`src/rtl/stopwatch_pkg.sv`:
```
// Shared types and helpers for the stopwatch digit logic.
// Digits are 4-bit unsigned BCD codes packed LSD-first into a flat vector.
package stopwatch_pkg;

    localparam int DIGIT_W    = 4;
    localparam int MAX_DIGITS = 8;

    typedef enum logic [1:0] {
        IDLE = 2'd0,
        CMP  = 2'd1,
        DONE = 2'd2
    } state_t;

    // Picks digit i out of a vector padded to MAX_DIGITS digits.
    function automatic logic [DIGIT_W-1:0] digit_slice(
        input logic [DIGIT_W*MAX_DIGITS-1:0] v,
        input logic [2:0]                    i
    );
        return v[32'(i)*DIGIT_W +: DIGIT_W];
    endfunction

endpackage

```
`src/rtl/digit_compare_sequencer.sv`:
```
// Serial MSD-first comparison of two BCD time values through one external 4-bit comparator.
// Reports cur >= tgt and cur == tgt with a start/busy/done handshake.
//
// state | meaning
// IDLE  | waiting for start, comparator inputs parked at 0
// CMP   | presenting snapshot digit idx to the comparator, one digit per clock
// DONE  | result decided, done pulses for this single cycle
module digit_compare_sequencer
    import stopwatch_pkg::*;
#(
    parameter int NDIGITS = 6
) (
    input  logic                         clk,
    input  logic                         rst,
    input  logic                         start,
    input  logic [DIGIT_W*NDIGITS-1:0]   cur_digits,
    input  logic [DIGIT_W*NDIGITS-1:0]   tgt_digits,
    output logic [DIGIT_W-1:0]           cmp_a,
    output logic [DIGIT_W-1:0]           cmp_b,
    input  logic                         cmp_ge,
    input  logic                         cmp_eq,
    output logic                         busy,
    output logic                         done,
    output logic                         ge,
    output logic                         eq
);

    localparam int IW = (NDIGITS > 1) ? $clog2(NDIGITS) : 1;
    localparam int VW = DIGIT_W * NDIGITS;

    state_t          state, state_nxt;
    logic [IW-1:0]   idx, idx_nxt;
    logic [VW-1:0]   snap_cur, snap_cur_nxt;
    logic [VW-1:0]   snap_tgt, snap_tgt_nxt;
    logic            busy_nxt, done_nxt, ge_nxt, eq_nxt;

    logic [DIGIT_W*MAX_DIGITS-1:0] cur_ext, tgt_ext;

    always_ff @(posedge clk or posedge rst) begin
        if (rst) begin
            state    <= IDLE;
            idx      <= '0;
            snap_cur <= '0;
            snap_tgt <= '0;
            busy     <= 1'b0;
            done     <= 1'b0;
            ge       <= 1'b0;
            eq       <= 1'b0;
        end else begin
            state    <= state_nxt;
            idx      <= idx_nxt;
            snap_cur <= snap_cur_nxt;
            snap_tgt <= snap_tgt_nxt;
            busy     <= busy_nxt;
            done     <= done_nxt;
            ge       <= ge_nxt;
            eq       <= eq_nxt;
        end
    end

    always_comb begin
        state_nxt = state;
        unique case (state)
            IDLE:    if (start) state_nxt = CMP;
            CMP:     if (!cmp_eq || idx == '0) state_nxt = DONE;
            DONE:    state_nxt = IDLE;
            default: state_nxt = IDLE;
        endcase
    end

    // Registered outputs are computed here and captured by the state register.
    always_comb begin
        idx_nxt      = idx;
        snap_cur_nxt = snap_cur;
        snap_tgt_nxt = snap_tgt;
        ge_nxt       = ge;
        eq_nxt       = eq;
        busy_nxt     = (state_nxt != IDLE);
        done_nxt     = (state_nxt == DONE);
        unique case (state)
            IDLE: begin
                if (start) begin
                    snap_cur_nxt = cur_digits;
                    snap_tgt_nxt = tgt_digits;
                    idx_nxt      = IW'(NDIGITS - 1);
                    ge_nxt       = 1'b0;
                    eq_nxt       = 1'b0;
                end
            end
            CMP: begin
                if (!cmp_eq) begin
                    ge_nxt = cmp_ge;
                    eq_nxt = 1'b0;
                end else if (idx == '0) begin
                    ge_nxt = 1'b1;
                    eq_nxt = 1'b1;
                end else begin
                    idx_nxt = idx - 1'b1;
                end
            end
            default: ;
        endcase
    end

    always_comb begin
        cur_ext = (DIGIT_W*MAX_DIGITS)'(snap_cur);
        tgt_ext = (DIGIT_W*MAX_DIGITS)'(snap_tgt);
        cmp_a   = '0;
        cmp_b   = '0;
        if (state == CMP) begin
            cmp_a = digit_slice(cur_ext, 3'(idx));
            cmp_b = digit_slice(tgt_ext, 3'(idx));
        end
    end

endmodule

```
`config.mk`:
```
export PLATFORM = sky130hd
export DESIGN_NAME = digit_compare_sequencer
export DESIGN_NICKNAME = d
export VERILOG_FILES = /design/src/rtl/stopwatch_pkg.sv /design/src/rtl/digit_compare_sequencer.sv
export SDC_FILE = /design/constraint.sdc
export NUM_CORES = 1
export LEC_CHECK = 0
export CORE_ASPECT_RATIO = 1.25
export CORE_MARGIN = 4
export CORE_UTILIZATION = 49
export DETAILED_ROUTE_END_ITERATION = 6
export GPL_ROUTABILITY_DRIVEN = 0
export PLACE_DENSITY_LB_ADDON = 0.15
export SLEW_MARGIN = 20
export SYNTH_ARGS = -nofsm -noshare
export SYNTH_HDL_FRONTEND = slang
export SYNTH_SLANG_ARGS = --single-unit
```
`constraint.sdc`:
```
create_clock -name clk -period 1.8 [get_ports clk]
set_input_delay 0.27 -clock clk [delete_from_list [all_inputs] [get_ports clk]]
set_output_delay 0.27 -clock clk [all_outputs]
set_load 0.01 [all_outputs]
```
# [Word-level counts from Yosys, hierarchy flattened]
# Cells that the tools add are included.
# W data, S select, Z words.
[totals] wordCells=41 ff_bits=57 out_inout_bits=12
[op_classes] mux=15 reduce_logical=9 shifts=2 addsub=1 n_eq_ne=6
[ops] op="$shiftx A32 B6 Y4" count=2
[ops] op="$mux W3" count=3
[ops] op="$mux W4" count=2
[ops] op="$ne A2 B2 Y1 const B" count=3
[ops] op="$pmux W3 S2" count=1
[ops] op="$mux W1" count=4
[ops] op="$mux W2" count=2
[ops] op="$pmux W1 S2" count=2
[ops] op="$pmux W2 S2" count=1
[ops] op="$reduce_and A4 Y1" count=1
[ops] op="$reduce_bool A2 Y1" count=2
[ops] op="$logic_not A3 Y1" count=1
[ops] op="$ne A3 B3 Y1 const B" count=1
[ops] op="$reduce_and A3 Y1" count=1
[ops] op="$sub A3 B1 Y3 const B" count=1
[ops] op="$eq A2 B1 Y1 const B" count=1
[ops] op="$eq A2 B2 Y1 const B" count=1
[ops] op="$logic_not A2 Y1" count=1
[ops] op="$reduce_and A2 Y1" count=1
[ops] op="$logic_not A1 Y1" count=1
[ops] op="$logic_or A1 B1 Y1" count=1

# [Longest topological paths before layout]
# Gate-level depths: netlist (run 1).
[depth] ltp_word=5 ltp_mapped=7

# [Worst setup path after synthesis (run 1)]
# Ideal clock, no wire load.
[synth_timing] path_type="register to register" startpoint="register idx[0]" endpoint="register ge" t_arrival_ps=1451 n_path_buf=2 slack_ps=223 period_less_slack_ps=1577 required_ps=1674 path_stages_with_launch=8 cell_sequence="dfrtp_1 > buf_6 > buf_6 > inv_1 > ha_1 > nand2b_4 > a311o_1 > mux2i_1"
[synth_between] elab_chain_len=3
[synth_rtl] item="from (decl)" line_no="digit_compare_sequencer.sv:32" text="logic [IW-1:0] idx, idx_nxt;"
[synth_rtl] item="from (signal assigned)" line_no="digit_compare_sequencer.sv:51" text="idx <= idx_nxt;"
[synth_rtl] item="$logic_not A3 Y1" line_no="digit_compare_sequencer.sv:94" text="end else if (idx == '0) begin"
[synth_rtl] item="$ne A3 B3 Y1 (no source line)"
[synth_rtl] item="$reduce_and A3 Y1 (no source line)"
[synth_rtl] item="to (signal assigned)" line_no="digit_compare_sequencer.sv:56" text="ge <= ge_nxt;"
[synth_rtl] item="to (decl)" line_no="digit_compare_sequencer.sv:24" text="output logic ge,"
# No other way between the ends.
# A chain may end at the register's enable or synchronous reset.

# [Final worst setup path (run 1)]
[layout_timing] startpoint="register idx[0]" endpoint="output cmp_a[3]"
[layout_between] elab_chain_len=2
[layout_rtl] item="$shiftx A32 B6 Y4" line_no="stopwatch_pkg.sv:19" text="return v[32'(i)*DIGIT_W +: DIGIT_W];"
[layout_rtl] item="$mux W4" line_no="digit_compare_sequencer.sv:110" text="if (state == CMP) begin"
[layout_rtl] item="to (decl)" line_no="digit_compare_sequencer.sv:18" text="output logic [DIGIT_W-1:0] cmp_a,"
# No other way between the ends.

==> results of run 1 <==
-- synthesized netlist by cell type --
| master | n |
|---|---|
| nand2b_1 | 3 |
| mux4_1 | 6 |
| nand2_1 | 1 |
| nor2_1 | 12 |
| mux2_2 | 53 |
| mux4_2 | 2 |
| nor3b_4 | 1 |
| a21oi_1 | 2 |
| nand4_1 | 1 |
| buf_2 | 1 |
| a22oi_1 | 8 |
| dfrtp_1 | 57 |
| mux2i_1 | 5 |
| nand2b_4 | 1 |
| buf_6 | 7 |
| mux2_1 | 3 |
| o21ai_0 | 1 |
| nand3_1 | 1 |
| a311o_1 | 1 |
| clkbuf_1 | 2 |
| ha_1 | 2 |
| nor2b_1 | 2 |
| inv_1 | 6 |
-- per-stage QoR --
step                      hold WS [ns]   util  cells  total power, mW
final                            0.311  0.699    326             5.94
after global placement           0.474  0.664    307             4.66
after detailed placement         0.472  0.664    307             4.75
after CTS                        0.319  0.696    326             5.95
after floorplan                  0.357      -    178             3.91
after global routing             0.347  0.699    326             6.34
-- what timing repair did --
item / 4_1_cts / 5_1_grt
resized for setup: 39 / 3
setup endpoints to repair: 8 / 10
gates cloned: 0 / 0
hold buffers: 0 / 0
pin swaps: 6 / 7
hold endpoints to repair: 0 / 0
buffers inserted: 3 / 0
-- final timing paths --
path / startpoint / end / slack (ns)
setup / recovery: idx[0]$_DFFE_PP0P_ / cmp_a[3] / -0.24
hold reg to reg: snap_cur[21]$_DFFE_PP0P_ / snap_cur[21]$_DFFE_PP0P_ / 0.48
max in group asynchronous: rst / snap_tgt[17]$_DFFE_PP0P_ / 1.24
hold / removal: rst / snap_cur[22]$_DFFE_PP0P_ / 0.31
setup reg to reg: idx[0]$_DFFE_PP0P_ / eq$_DFFE_PP0P_ / 0.12
min in group clk: snap_cur[21]$_DFFE_PP0P_ / snap_cur[21]$_DFFE_PP0P_ / 0.48
-- kinds of logic after synthesis --
logic type | share of synthesized area
AO/OA/AOI/OAI | 0.0320
adder cells (fa/ha/maj) | 0.00941
buffers and inverters | 0.0428
flip-flops | 0.537
multiplexers | 0.332
AND/OR/NAND/NOR | 0.0466
-- power breakdown --
part / switching (mW) / internal, mW
registers: 0.334 / 1.91
logic: 0.964 / 1.56
clock network: 0.506 / 0.666
-- metal layers --
metal  up-vias  GRT usage  part of all wire
met1       865      0.233              0.41
met5         -          0                 0
met2        50      0.293              0.51
met3        11     0.0390             0.056
li1        805          -                 -
met4         0     0.0816             0.022
-- state kept, by name, indices dropped and copies added (netlist names) --
name / cells
snap_cur: 24
busy: 1
idx: 3
ge: 1
eq: 1
state: 2
snap_tgt: 24
done: 1
-- worst register-to-register path: cells and delay by family (launching register included) --
family | cells | cell delay [ns]
AND/OR/NAND/NOR | 1 | 0.08
flip-flops | 1 | 0.41
adder cells (fa/ha/maj) | 1 | 0.19
multiplexers | 1 | 0.14
AO/OA/AOI/OAI | 1 | 0.36
buffers and inverters | 3 | 0.38
-- area by class of cell --
cell class,instances,area (um^2),share of cell area
Multi-Input combinational cell,105,1120,0.311
Tap cell,62,77.6,0.0215
Clock inverter,6,57.6,0.0160
Clock buffer,10,138,0.0382
Sequential cell,57,1430,0.396
Inverter,6,22.5,0.00625
Timing Repair Buffer,80,762,0.212
==> key figures, run 1 <==
STA
  – Fin Setup TNS: -1.69 ns
  – Setup violators final: 8
  – Setup ws final: -0.243 ns
  – Worst rel slew slack: 0.671
  – Hold Fails Final Rpt: 0
  – Tmin final: 2.04 ns
  – Fmax: 490 MHz
  – Unrepaired setup endpoints after global routing: true
  – Max-slew violations: 0
  – Clock skew: 0.00631 ns
  – Final Cycle Share: 1.13
  – Worst-Margin Slew: 0.494 ns

Place
  – Dpl ws: -0.298 ns
  – Area post-placement: 0.00342 mm^2
  – IO Port Bufs: 64
  – Final HPWL DP: 3800 um

Power and ir drop
  – Worst IR Drop VDD: 0.00119 V
  – Pwr Density: 1650 mW/mm^2
  – Static Leak: 1.55 nW

Status
  – Failing checks: negative setup slack
  – Status: finished with violations

Setup path
  – WP buf/inv: 2
  – Largest stage delay, worst path: 0.54 ns
  – Crit-path slowest cell: mux4_1
  – Type of origin of the critical path: flip-flop
  – Worst Setup End Kind: output port
  – Worst Path Required: 1.53 ns
  – R2R depth: 7
  – Crit-path leading delay family: multiplexers
  – Critical Path AT: 1.77 ns
  – WS Path Type: flip-flop to output port
  – Worst-path fanout max: 8
  – WP depth: 5
  – Crit-path cells: buf_12, mux4_1, a22oi_1, nor2_1, buf_2

Clock network
  – CTS tree: done
  – Num CTS Buffers: 9
  – Clk_lat worst skew: 0.33 ns
  – CTS clk-pin slew, worst paths: 0.07 ns
  – Max H-tree Level: 3
  – TritonCTS sink count: 57
  – CTS root buffer: clkbuf_8
  – Clock Path Buffers: 2

Yosys
  – Mapped Cells: 178
  – Distinct cell type count after synthesis: 23
  – Syn avg cell area: 14.9 um^2
  – Ranking of synthesized cells by area: dfrtp_1 54%, mux2_2 22%, mux4_1 5.9%, buf_6 3.0%, a22oi_1 2.3%
  – Yosys warns: 0
  – Top cell type's share of synthesized area: 0.537
  – Synth area leader: dfrtp_1
  – Seq cells post-synth: 57
  – Register area share after synthesis: 0.537
  – Synthesized cell area: 0.00266 mm^2
  – Synth Net Count: 233

Routing
  – Remaining antenna violation count after routing: 0
  – DR iter-0 viols: 78
  – Vias per cell: 5.31
  – DR vias: 1731
  – Routed wire length: 5440 um
  – First-pass DRT Iterations: 4
  – DRC errors left: 0
  – WL per Instance: 16.7 um

Final layout
  – # fillers: 401
  – Share of cells above drive strength 1: 0.405
  – Most frequent cells in the layout: 57 x dfrtp_1, 56 x clkdlybuf4s50_1, 53 x mux2_2
  – Final Instance Area: 0.00360 mm^2
  – Commonest non-fill, non-tap cell in the layout: dfrtp_1
  – Fin nets: 314
  – Ant diodes: 0
  – Area Overhead vs Synth: 35.5%

Floorplan
  – Chip width: 73.9 um
  – Top Ports: 65
  – Core outline area: 0.00515 mm^2
  – Starting density of the core: 0.516
  – Die area: 0.00667 mm^2
  – Rows: 29
  – Die height: 90.3 um

Worst hold path
  – Worst Hold Class: input port to async pin

GRT
  – GRT Total Usage: 0.183
  – Initial antenna violation count: 0
  – Largest net degree at the start of global routing: 58
  – Number of global-route vias before repair: 1863
  – Global route overflow: 0
  – First-pass GRT wire length: 9170 um

Run
  – Max Cap Viol: 0
No activity file was read; power rests on OpenSTA's default activity.
==> run 2: changes to the inputs <==
ABC_AREA = 1   (was unset)
CORE_UTILIZATION = 50   (was 49)
==> run 2 against run 1 <==
  * The run still ends with negative setup slack left
  * Fmax grew 10%
  * Global-route usage is 1.5 points higher
  * Worst setup slack better by 0.19 ns
  * Non-clock buffer count down 1
  * Total power increased by 4.3%
  * Design area is 2.7% higher
  * Sequential share of layout area is 1.0 points lower
  * Wire length rose by 14%
  * Sequential cell count did not move
  * Cell count increased by 48%
  * Via count up 37%
  * First-iteration DRC count grew to 2.6 times the previous value
  * Critical endpoint is now cmp_b[2]
==> key figures, run 2 <==
Yosys
  – Most frequent cells after synthesis: 135 x nand2_1, 57 x dfrtp_1, 41 x inv_1, 27 x o21ai_0, 19 x nand3_1
  – Synthesized cell area: 0.00274 mm^2
  – Register area share after synthesis: 0.522
  – Mapped Cells: 343
  – Ys flop type: dfrtp_1
  – Distinct cell type count after synthesis: 21
  – Most frequent cell after synthesis: nand2_1
  – Syn avg cell area: 7.97 um^2
  – Top cell type's share of synthesized area: 0.522
  – Async SR Flop Fraction: 1.00
  – Post-synth EDFFs: 0
  – Synth area leader: dfrtp_1
  – Yosys warns: 0
  – Ranking of synthesized cells by area: dfrtp_1 52%, nand2_1 19%, inv_1 5.6%, o21ai_0 4.9%, nand3_1 3.5%
  – Synth Net Count: 398
  – Seq cells post-synth: 57

Power and ir drop
  – Tot Pwr: 6.20 mW
  – Pwr Density: 1680 mW/mm^2
  – Static Leak: 1.84 nW
  – Worst IR Drop VDD: 0.00129 V

STA
  – Final Cycle Share: 1.03
  – Worst rel slew slack: 0.718
  – Worst-Margin Slew: 0.421 ns
  – Fmax: 539 MHz
  – Tmin final: 1.86 ns
  – WHS: 0.296 ns
  – Clock skew: 0.00634 ns
  – Hold Fails Final Rpt: 0
  – Unrepaired setup endpoints after global routing: true
  – Setup violators final: 6
  – Max-slew violations: 0
  – Setup ws final: -0.0560 ns

Final layout
  – Fin nets: 471
  – Commonest non-fill, non-tap cell in the layout: nand2_1
  – Most frequent cells in the layout: 135 x nand2_1, 56 x dfrtp_1, 56 x clkdlybuf4s50_1
  – Final Instance Area: 0.00370 mm^2
  – Ant diodes: 0
  – Share of cells above drive strength 1: 0.140
  – Largest regs: snap_cur: 24 flops, snap_tgt: 24 flops, idx: 3 flops
  – Area Overhead vs Synth: 35.3%

Setup path
  – R2R Setup Slk: 0.26 ns
  – Critical Path AT: 1.59 ns
  – Crit-path slowest cell: dfrtp_2
  – Worst R2R Start: state[1]$_DFF_PP0_
  – Largest stage delay, worst path: 0.45 ns
  – Worst-path fanout max: 20
  – Crit-path cells: buf_12, or2_2, o211ai_1, a21oi_2, buf_2
  – Worst Path Required: 1.53 ns
  – R2R depth: 8
  – WS Path Type: flip-flop to output port
  – Worst Setup End Kind: output port
  – Reg2reg end: ge$_DFFE_PP0P_
  – Type of origin of the critical path: flip-flop
  – CP startpoint: idx[0]$_DFFE_PP0P_

Floorplan
  – Starting density of the core: 0.527
  – Chip width: 74.2 um
  – Die height: 90.7 um
  – Core outline area: 0.00519 mm^2
  – Die area: 0.00672 mm^2
  – Rows: 29
  – Top Ports: 65

Clock network
  – # Post-CTS Setup Buffers: 0
  – CTS tree: done
  – TritonCTS sink count: 57
  – Num CTS Buffers: 9
  – CTS root buffer: clkbuf_8
  – CTS Hold Buffers Added: 0
  – Max H-tree Level: 3
  – CTS clk-pin slew, worst paths: 0.07 ns
  – Clk_lat worst skew: 0.34 ns
  – Clock Path Buffers: 2

Status
  – Status: finished with violations
  – Failing checks: negative setup slack

Routing
  – DR vias: 2366
  – DRC errors left: 0
  – DR iter-0 viols: 200
  – Remaining antenna violation count after routing: 0
  – WL per Instance: 12.8 um
  – Routed wire length: 6190 um
  – Vias per cell: 4.90
  – First-pass DRT Iterations: 6

GRT
  – GRT Total Usage: 0.198
  – First-pass GRT wire length: 10300 um
  – Largest net degree at the start of global routing: 58
  – Initial antenna violation count: 0
  – Global route overflow: 0
  – Number of global-route vias before repair: 2229

Run
  – Max Cap Viol: 0

Worst hold path
  – Worst Hold Class: input port to async pin

Place
  – Final HPWL DP: 4520 um
  – Area post-placement: 0.00349 mm^2
  – IO Port Bufs: 64
  – Dpl ws: -0.0944 ns
==> run 2: changes by cell type after synthesis, moves of 7 or more <==
cell,delta
o21ai_0,+26
a22oi_1,-8
a21oi_1,+7
inv_1,+35
mux2_2,-53
o21ai_1,+12
nor2_1,-10
o211ai_1,+8
nand3_1,+18
buf_2,+7
nand2_1,+134
==> run 2: area by class of cell <==
| class | count | area (um^2) |
|---|---|---|
| Clock buffer | 9 | 124 |
| Fill cell | 444 | 1490 |
| Timing Repair Buffer | 79 | 767 |
| Inverter | 46 | 173 |
| Tap cell | 62 | 77.6 |
| Clock inverter | 7 | 95.1 |
| Multi-Input combinational cell | 223 | 1040 |
| Sequential cell | 57 | 1430 |
==> run 2: kinds of logic (layout without fill, tap and decap cells) <==
kind of cell | count (synthesis) | count (layout) | synth area share
compound gates | 57 | 57 | 0.112
xor+xnor | 1 | 1 | 0.00320
fa+ha+maj | 2 | 2 | 0.00915
buf+inv | 63 | 141 | 0.109
flops | 57 | 57 | 0.522
simple gates | 163 | 163 | 0.245
==> run 2: report_power, final <==
group / switching (mW) / total [mW] / internal [mW]
logic: 1.63 / 2.78 / 1.15
registers: 0.234 / 2.12 / 1.89
clock network: 0.526 / 1.30 / 0.774
==> run 2: per-stage QoR <==
stage          setup TNS (ns)  utilization  instances
2_1_floorplan               0            -        343
3_3_place_gp           -0.356        0.673        467
3_5_place_dp           -0.591        0.673        467
4_1_cts                -0.231        0.709        483
5_1_grt                -0.648        0.713        483
6_report               -0.119        0.713        483
==> run 2: how the worst max path moves through the flow <==
stage                     end  slack (ns)  depth (start not counted)
6_report             cmp_b[2]       -0.06                          5
2_1_floorplan  busy$_DFF_PP0_        0.13                          1
3_3_place_gp         cmp_b[2]       -0.08                          7
3_5_place_dp         cmp_a[2]       -0.09                          8
4_1_cts              cmp_b[0]       -0.06                          5
5_1_grt              cmp_b[2]       -0.11                          5
==> run 2: worst max-delay path, delay by kind of cell (launching register included) <==
family	cells	cell delay, ns
flops	1	0.45
buf+inv	2	0.32
simple gates	1	0.29
compound gates	2	0.18
==> run 2: what timing repair did <==
| item | in CTS | in global routing |
|---|---|---|
| resized for setup | 36 | 6 |
| endpoints found under the hold margin | 0 | 0 |
| pin swaps | 3 | 1 |
| endpoints found under the setup margin | 8 | 8 |
==> run 2: layer usage <==
| metal | routed length [um] | part of all wire | GRT usage | up-vias |
|---|---|---|---|---|
| li1 | - | - | - | 1207 |
| met1 | 2720 | 0.44 | 0.267 | 1073 |
| met2 | 2950 | 0.48 | 0.303 | 74 |
| met3 | 385 | 0.062 | 0.0612 | 12 |
| met4 | 130 | 0.021 | 0.0604 | 0 |
| met5 | 0 | 0 | 0 | - |
